--- src/rtl/bist_pkg.sv ---
// Shared BIST definitions: controller-facing states
// and default LFSR/MISR constants.
package bist_pkg;

  typedef enum logic [1:0] {
    IDLE  = 2'd0,
    ARMED = 2'd1,
    RUN   = 2'd2,
    DONE  = 2'd3
  } bist_state_t;

  localparam logic [7:0] DEF_LFSR_TAPS = 8'h1D;
  localparam logic [7:0] DEF_LFSR_SEED = 8'h01;
  localparam logic [7:0] DEF_MISR_TAPS = 8'h1D;
  localparam logic [7:0] DEF_GOLDEN    = 8'h00;

endpackage

--- src/rtl/galois_shift_reg.sv ---
// Galois shift register with parallel XOR input.
// Serves as the pattern LFSR and the response MISR.
module galois_shift_reg #(
  parameter int unsigned    W     = 8,
  parameter logic [W-1:0]   TAPS  = 8'h1D,
  parameter logic [W-1:0]   SEED  = '0,
  parameter bit             GUARD = 1'b0
) (
  input  logic         clk,
  input  logic         reset,
  input  logic         load,
  input  logic         step,
  input  logic [W-1:0] din,
  output logic [W-1:0] q,
  output logic [W-1:0] nxt
);

  localparam logic [W-1:0] ONE = {{(W-1){1'b0}}, 1'b1};

  logic [W-1:0] r;

  assign nxt = {r[W-2:0], 1'b0}
             ^ (r[W-1] ? TAPS : '0)
             ^ din;
  assign q   = r;

  // Load seed, escape the all-zero lock-up, or shift.
  always_ff @(posedge clk or negedge reset) begin
    if (!reset) begin
      r <= SEED;
    end else if (load) begin
      r <= SEED;
    end else if (GUARD && (r == '0)) begin
      r <= ONE;
    end else if (step) begin
      r <= nxt;
    end
  end

endmodule

--- src/rtl/bist_response_analyzer.sv ---
// BIST datapath: LFSR stimulus, MISR compaction
// and golden-signature compare on finish.
module bist_response_analyzer
  import bist_pkg::*;
#(
  parameter int unsigned        PAT_W      = 8,
  parameter int unsigned        SIG_W      = 8,
  parameter logic [PAT_W-1:0]   LFSR_TAPS  = DEF_LFSR_TAPS,
  parameter logic [PAT_W-1:0]   LFSR_SEED  = DEF_LFSR_SEED,
  parameter logic [SIG_W-1:0]   MISR_TAPS  = DEF_MISR_TAPS,
  parameter logic [SIG_W-1:0]   GOLDEN_SIG = DEF_GOLDEN,
  parameter int unsigned        CNT_W      = 16
) (
  input  logic             clk,
  input  logic             reset,
  input  logic             init,
  input  logic             running,
  input  logic             toggle,
  input  logic             finish,
  input  logic [SIG_W-1:0] cut_resp,
  output logic [PAT_W-1:0] pattern,
  output logic [SIG_W-1:0] signature,
  output logic [CNT_W-1:0] pat_count,
  output logic             result_valid,
  output logic             pass,
  output logic             fail
);

  bist_state_t      state;
  logic             phase;
  logic             active;
  logic             step;
  logic [PAT_W-1:0] lfsr_q;
  logic [PAT_W-1:0] lfsr_nxt;
  logic [SIG_W-1:0] misr_nxt;
  logic [SIG_W-1:0] final_sig;

  assign active = !init
               && ((state == ARMED) || (state == RUN));
  assign step   = active && running;

  // A finish that coincides with a run cycle compares
  // the signature including this cycle's response.
  assign final_sig = step ? misr_nxt : signature;

  assign pattern = lfsr_q ^ {PAT_W{phase}};

  galois_shift_reg #(
    .W     (PAT_W),
    .TAPS  (LFSR_TAPS),
    .SEED  (LFSR_SEED),
    .GUARD (1'b1)
  ) u_lfsr (
    .clk   (clk),
    .reset (reset),
    .load  (init),
    .step  (step),
    .din   ('0),
    .q     (lfsr_q),
    .nxt   (lfsr_nxt)
  );

  galois_shift_reg #(
    .W     (SIG_W),
    .TAPS  (MISR_TAPS),
    .SEED  ('0),
    .GUARD (1'b0)
  ) u_misr (
    .clk   (clk),
    .reset (reset),
    .load  (init),
    .step  (step),
    .din   (cut_resp),
    .q     (signature),
    .nxt   (misr_nxt)
  );

  // Sequencing FSM with phase, counter and verdict.
  always_ff @(posedge clk or negedge reset) begin
    if (!reset) begin
      state        <= IDLE;
      phase        <= 1'b0;
      pat_count    <= '0;
      result_valid <= 1'b0;
      pass         <= 1'b0;
      fail         <= 1'b0;
    end else if (init) begin
      state        <= ARMED;
      phase        <= 1'b0;
      pat_count    <= '0;
      result_valid <= 1'b0;
      pass         <= 1'b0;
      fail         <= 1'b0;
    end else if (active) begin
      if (toggle) begin
        phase <= ~phase;
      end
      if (running && (pat_count != '1)) begin
        pat_count <= pat_count + {{(CNT_W-1){1'b0}}, 1'b1};
      end
      if (finish) begin
        state        <= DONE;
        result_valid <= 1'b1;
        pass         <= (final_sig == GOLDEN_SIG);
        fail         <= (final_sig != GOLDEN_SIG);
      end else if (running) begin
        state <= RUN;
      end else begin
        state <= ARMED;
      end
    end
  end

endmodule
--- config.mk ---
export PLATFORM = sky130hd
export DESIGN_NAME = bist_response_analyzer
export DESIGN_NICKNAME = d
export VERILOG_FILES = /design/src/rtl/bist_pkg.sv /design/src/rtl/galois_shift_reg.sv /design/src/rtl/bist_response_analyzer.sv
export SDC_FILE = /design/constraint.sdc
export NUM_CORES = 1
export LEC_CHECK = 0
export CAP_MARGIN = 20
export CORE_MARGIN = 2
export CORE_UTILIZATION = 25
export CTS_CLUSTER_DIAMETER = 40
export DETAILED_ROUTE_END_ITERATION = 10
export DONT_BUFFER_PORTS = 1
export HOLD_SLACK_MARGIN = 0.15
export SLEW_MARGIN = 20
export SYNTH_ARGS = -nofsm -noshare
export SYNTH_HDL_FRONTEND = slang
export SYNTH_SLANG_ARGS = --single-unit
--- constraint.sdc ---
create_clock -name clk -period 3.95 [get_ports clk]
set_input_delay 0.5925 -clock clk [delete_from_list [all_inputs] [get_ports clk]]
set_output_delay 0.5925 -clock clk [all_outputs]
set_load 0.05 [all_outputs]
# Word-level counts from Yosys, hierarchy flattened
# Index checks and enable logic that the tools add are counted.
[word_totals] register_bits=38 inputBits=14 output_inout_bits=35 elab_cells=59
[classes] n_addsub=1 eq_ne=3 muxes=26 n_bitwise=5 reduce_logical=16
[ops] cell="$mux 16" count=3
[ops] cell="$mux 8" count=5
[ops] cell="$xor 8x8->8" count=4
[ops] cell="$add 16x1->16 const B" count=1
[ops] cell="$logic_not 8->1" count=2
[ops] cell="$ne 16x16->1 const B" count=1
[ops] cell="$mux 1" count=12
[ops] cell="$mux 5" count=2
[ops] cell="$mux 2" count=4
[ops] cell="$reduce_bool 2->1" count=4
[ops] cell="$reduce_bool 8->1" count=1
[ops] cell="$reduce_and 2->1" count=3
[ops] cell="$logic_and 1x1->1" count=3
[ops] cell="$reduce_bool 3->1" count=1
[ops] cell="$eq 2x1->1 const B" count=1
[ops] cell="$eq 2x2->1 const B" count=1
[ops] cell="$logic_not 1->1" count=1
[ops] cell="$logic_or 1x1->1" count=1
[ops] cell="$not 1->1" count=1

# Depth between registers and ports, before layout
[logic_depth] depth_word=9 ltp_mapped=7

# Modules after synthesis
# From an unflattened synthesis, not the netlist that was laid out.
[unflattened] cells_unflattened=222 hier_area_um2=2319.7
[modules_own_cells] module="bist_response_analyzer" instances=1 cells_each=151 area_per_inst_um2=1403.8
[modules_own_cells] module="galois_shift_reg (u_lfsr)" instances=1 cells_each=37 area_per_inst_um2=469.2
[modules_own_cells] module="galois_shift_reg (u_misr)" instances=1 cells_each=34 area_per_inst_um2=446.7

# Worst setup path before layout
# OpenSTA, ideal clock, no wires.
[synth_path] path_type="reg-to-output" startpoint="reg phase" endpoint="out pattern[0]" t_arrival_ps=1487 required_ps=3357 setup_slack_ps=1870 stages_incl_launch_ff=3 n_path_buf=1 cell_sequence="dfrtp_1 -> clkbuf_1 -> xor2_1"
[synth_via] elab_chain_len=1
[synth_lines] item="start: declaration" line="bist_response_analyzer.sv:30" source="logic phase;"
[synth_lines] item="start signal: assignment" line="bist_response_analyzer.sv:96" source="phase <= ~phase;"
[synth_lines] item="$xor 8x8->8" line="bist_response_analyzer.sv:46" source="assign pattern = lfsr_q ^ {PAT_W{phase}};"
[synth_lines] item="end: declaration" line="bist_response_analyzer.sv:21" source="output logic [PAT_W-1:0] pattern,"
# Every way passes these cells.

# Worst setup path in the final report
[layout_path] startpoint="reg pat_count[11]" endpoint="reg pat_count[1]"
[layout_via] elab_chain_len=4
[layout_lines] item="start: declaration" line="bist_response_analyzer.sv:23" source="output logic [CNT_W-1:0] pat_count,"
[layout_lines] item="start signal: assignment" line="bist_response_analyzer.sv:99" source="pat_count <= pat_count + {{(CNT_W-1){1'b0}}, 1'b1};"
[layout_lines] item="$ne 16x16->1" line="bist_response_analyzer.sv:98" source="if (running && (pat_count != '1)) begin"
[layout_lines] item="$logic_and 1x1->1" line="bist_response_analyzer.sv:98"
[layout_lines] item="$reduce_bool 2->1 (no line)"
[layout_lines] item="$reduce_and 2->1 (no line)"
# Every way passes these cells.
# A chain may end at the register's enable or synchronous reset.

==> summary.txt <==
Worst setup path
  • Crit-path slowest cell: dfrtp_1
  • Buffers and inverters on the worst path: 0
  • Startpoint class of the critical path: flip-flop
  • Family with the most delay on the worst path: simple AND/OR/NAND/NOR gates
  • CP peak stage delay: 0.77 ns
  • CP Cell Sequence: nand4_1 -> nor2_1 -> a21o_1 -> mux2i_1 -> nor2_1
  • CP most frequent cell: nor2_1
  • Required @ worst endpoint: 4.14 ns
  • Max Fanout on Critical Path: 11
  • Crit path capture type: flip-flop
  • Crit Path Class: reg2reg
  • Crit path DAT: 2.53 ns

Logic synthesis
  • Synth warnings: 0
  • Synthesized flop and latch total: 38
  • Synth Instances: 228
  • Synthesized cell area: 2140 µm²
  • Post-Synthesis Net Count: 243
  • Synth Area per Inst: 9.40 µm²
  • Register area share after synthesis: 0.444
  • Netlist cell types: 45
  • Top_reg_cell synth: dfrtp_1
  • Post-synth ARST share: 1.00
  • EDFF count, synth: 0

Die
  • Initial Util: 0.260
  • Core area: 8260 µm²
  • Die area: 9330 µm²
  • Rows: 33
  • Die height: 96.6 µm
  • IO Count: 49
  • Die Width: 96.6 µm

Status
  • Status: completed

STA
  • Setup violators final: 0
  • Max frequency: 427 MHz
  • Final period utilization: 0.592
  • Final hold vios: 0
  • Slew Limit Fails: 0
  • Worst-margin pin slew: 1.00 ns
  • Fin Clk Skew: 0.0109 ns
  • Setup TNS: 0 ns
  • Max_slew headroom: 0.329
  • Unrepaired setup endpoints after global routing: no
  • Crit path time final: 2.34 ns

Layout
  • Area Growth Syn to Fin: 9.40%
  • Layout fillers: 873
  • Finished Core Util: 0.284
  • Ant. Diodes: 0
  • Layout Nets: 239
  • Share of post-route cells with drive strength above 1: 0.0844

Global routing
  • First-pass GRT wire length: 8450 µm
  • Pin count of the biggest net entering global routing: 40
  • Initial antenna violation count: 0
  • Vias in the first global route: 1624
  • GRT Util Overall: 0.119
  • GRT overflow: 0

Clocking
  • H-tree level count: 2
  • Clock root cell: clkbuf_8
  • Post-CTS setup buffers: 0
  • Maximum buffer depth of the clock tree: 2
  • Post-CTS sizing: 0
  • CTS sink cnt: 38
  • CTS buffer count: 5
  • Clk pin slew, worst setup/hold paths: 0.09 ns
  • Clk_lat worst skew: 0.29 ns
  • CTS tree: done

Route
  • Via count: 1620
  • DRT Wirelength: 5180 µm
  • Drt pass-1 iters: 4
  • Vias/cell: 4.91
  • Average wire per cell in the routed design: 15.7 µm
  • 1st-iter DRT viols: 70
  • DRC: 0
  • Final ANT Viol Nets: 0

Place
  • Number of port buffers: 0
  • Final HPWL DP: 3620 µm
  • Gpl congestion: 0.735

Job
  • Max-Cap Viols: 0

Power and ir drop
  • VDD IR max: 97.2 µV
  • P_leak: 0.000935 µW
  • Power Dens Cells: 409 nW/µm²

Hold path
  • Hold WC Path Type: in2reg
[kinds of logic (layout without fill, tap and decap cells)]
logic type,after synthesis,in the layout,share of synthesized area
mux,3,3,0.0140
compound gates,37,37,0.125
simple gates,96,96,0.232
fa+ha+maj,1,1,0.00584
buf+inv,18,15,0.0362
xor+xnor,35,35,0.143
flops,38,38,0.444
[through the flow]
step                hold slack [ns]  cells  setup WS [ns]  power [µW]  instance area (µm²)
floorplan                     0.297    228           1.87         649                 2140
global placement              0.298    320           1.67         663                 2220
detailed placement            0.298    320           1.60         668                 2220
CTS                           0.347    330           1.59         969                 2340
global route                  0.332    330           1.47        1010                 2340
finish                        0.354    330           1.61         959                 2340
[where the power goes]
part / internal, µW / switching (µW) / leakage (µW)
Sequential: 408 / 84.0 / 0.000512
Clock: 141 / 148 / 0.0000472
Combinational: 52.3 / 125 / 0.000376
[synthesized netlist by cell type (2+ instances only)]
cell | count | share of area
dfrtp_1 | 37 | 0.43
nor2_1 | 33 | 0.058
nand2_1 | 25 | 0.044
xnor2_1 | 19 | 0.078
xor2_1 | 16 | 0.065
a21oi_1 | 14 | 0.033
clkbuf_1 | 8 | 0.014
a211oi_1 | 7 | 0.025
nand3_1 | 6 | 0.014
nand4_1 | 6 | 0.018
buf_2 | 5 | 0.012
inv_1 | 4 | 0.0070
nor3_1 | 4 | 0.0093
nor4_1 | 4 | 0.012
and3_1 | 3 | 0.0088
mux2i_1 | 3 | 0.014
o21ai_1 | 3 | 0.0070
a31oi_1 | 2 | 0.0058
and2_1 | 2 | 0.0058
nand4b_1 | 2 | 0.0082
[routing by layer]
metal | share of wire | GRT usage | vias up
li1 | - | - | 779
met1 | 0.45 | 0.147 | 796
met2 | 0.46 | 0.186 | 36
met3 | 0.076 | 0.0497 | 9
met4 | 0.013 | 0.0411 | 0
met5 | 0 | 0 | -
[sequential cells by signal (all words and copies together), names as in the netlist]
register	count
pat_count	16
u_lfsr.q	8
u_misr.q	8
state	2
fail	1
pass	1
phase	1
result_valid	1
[repair_timing]
item / CTS / global route
hold buffers: 2 / 0
endpoints found under the setup margin: 0 / 0
hold endpoints to repair: 38 / 0
[cell type report]
type | count | area [µm²] | share of cell area
flip-flops and latches | 38 | 952 | 0.406
repair buffers | 3 | 37.5 | 0.0160
clock inverters | 2 | 12.5 | 0.00534
multi-input cells | 172 | 1110 | 0.475
well taps | 105 | 131 | 0.0560
inverters | 4 | 15.0 | 0.00640
clock buffers | 6 | 82.6 | 0.0352
[cell usage in the layout (no fill, tap or decap), types with 2 or more instances in the layout]
master     n
o21ai_1    3
nand4b_1   2
dfrtp_1   37
nor3_1     4
and2_1     2
mux2i_1    3
clkbuf_8   6
nor2_1    33
inv_1      4
nand2_1   25
a31oi_1    2
nand3_1    6
xor2_1    16
nand4_1    6
xnor2_1   19
nor4_1     4
a21oi_1   14
a211oi_1   7
and3_1     3
[worst paths after layout]
kind	start	end	slack (ns)	depth (start not counted)
max	pat_count[11]$_DFFE_PN0P_	pat_count[1]$_DFFE_PN0P_	1.61	5
min	init	pat_count[10]$_DFFE_PN0P_	0.35	1
max reg2reg	pat_count[11]$_DFFE_PN0P_	pat_count[1]$_DFFE_PN0P_	1.61	5
min reg2reg	u_lfsr.q[0]$_DFFE_PN1P_	u_lfsr.q[1]$_DFFE_PN0P_	0.53	2
max in group asynchronous	reset	u_lfsr.q[0]$_DFFE_PN1P_	2.93	2
min in group asynchronous	reset	pat_count[15]$_DFFE_PN0P_	0.77	2
Note: power is estimated with default switching activity, not from simulation.
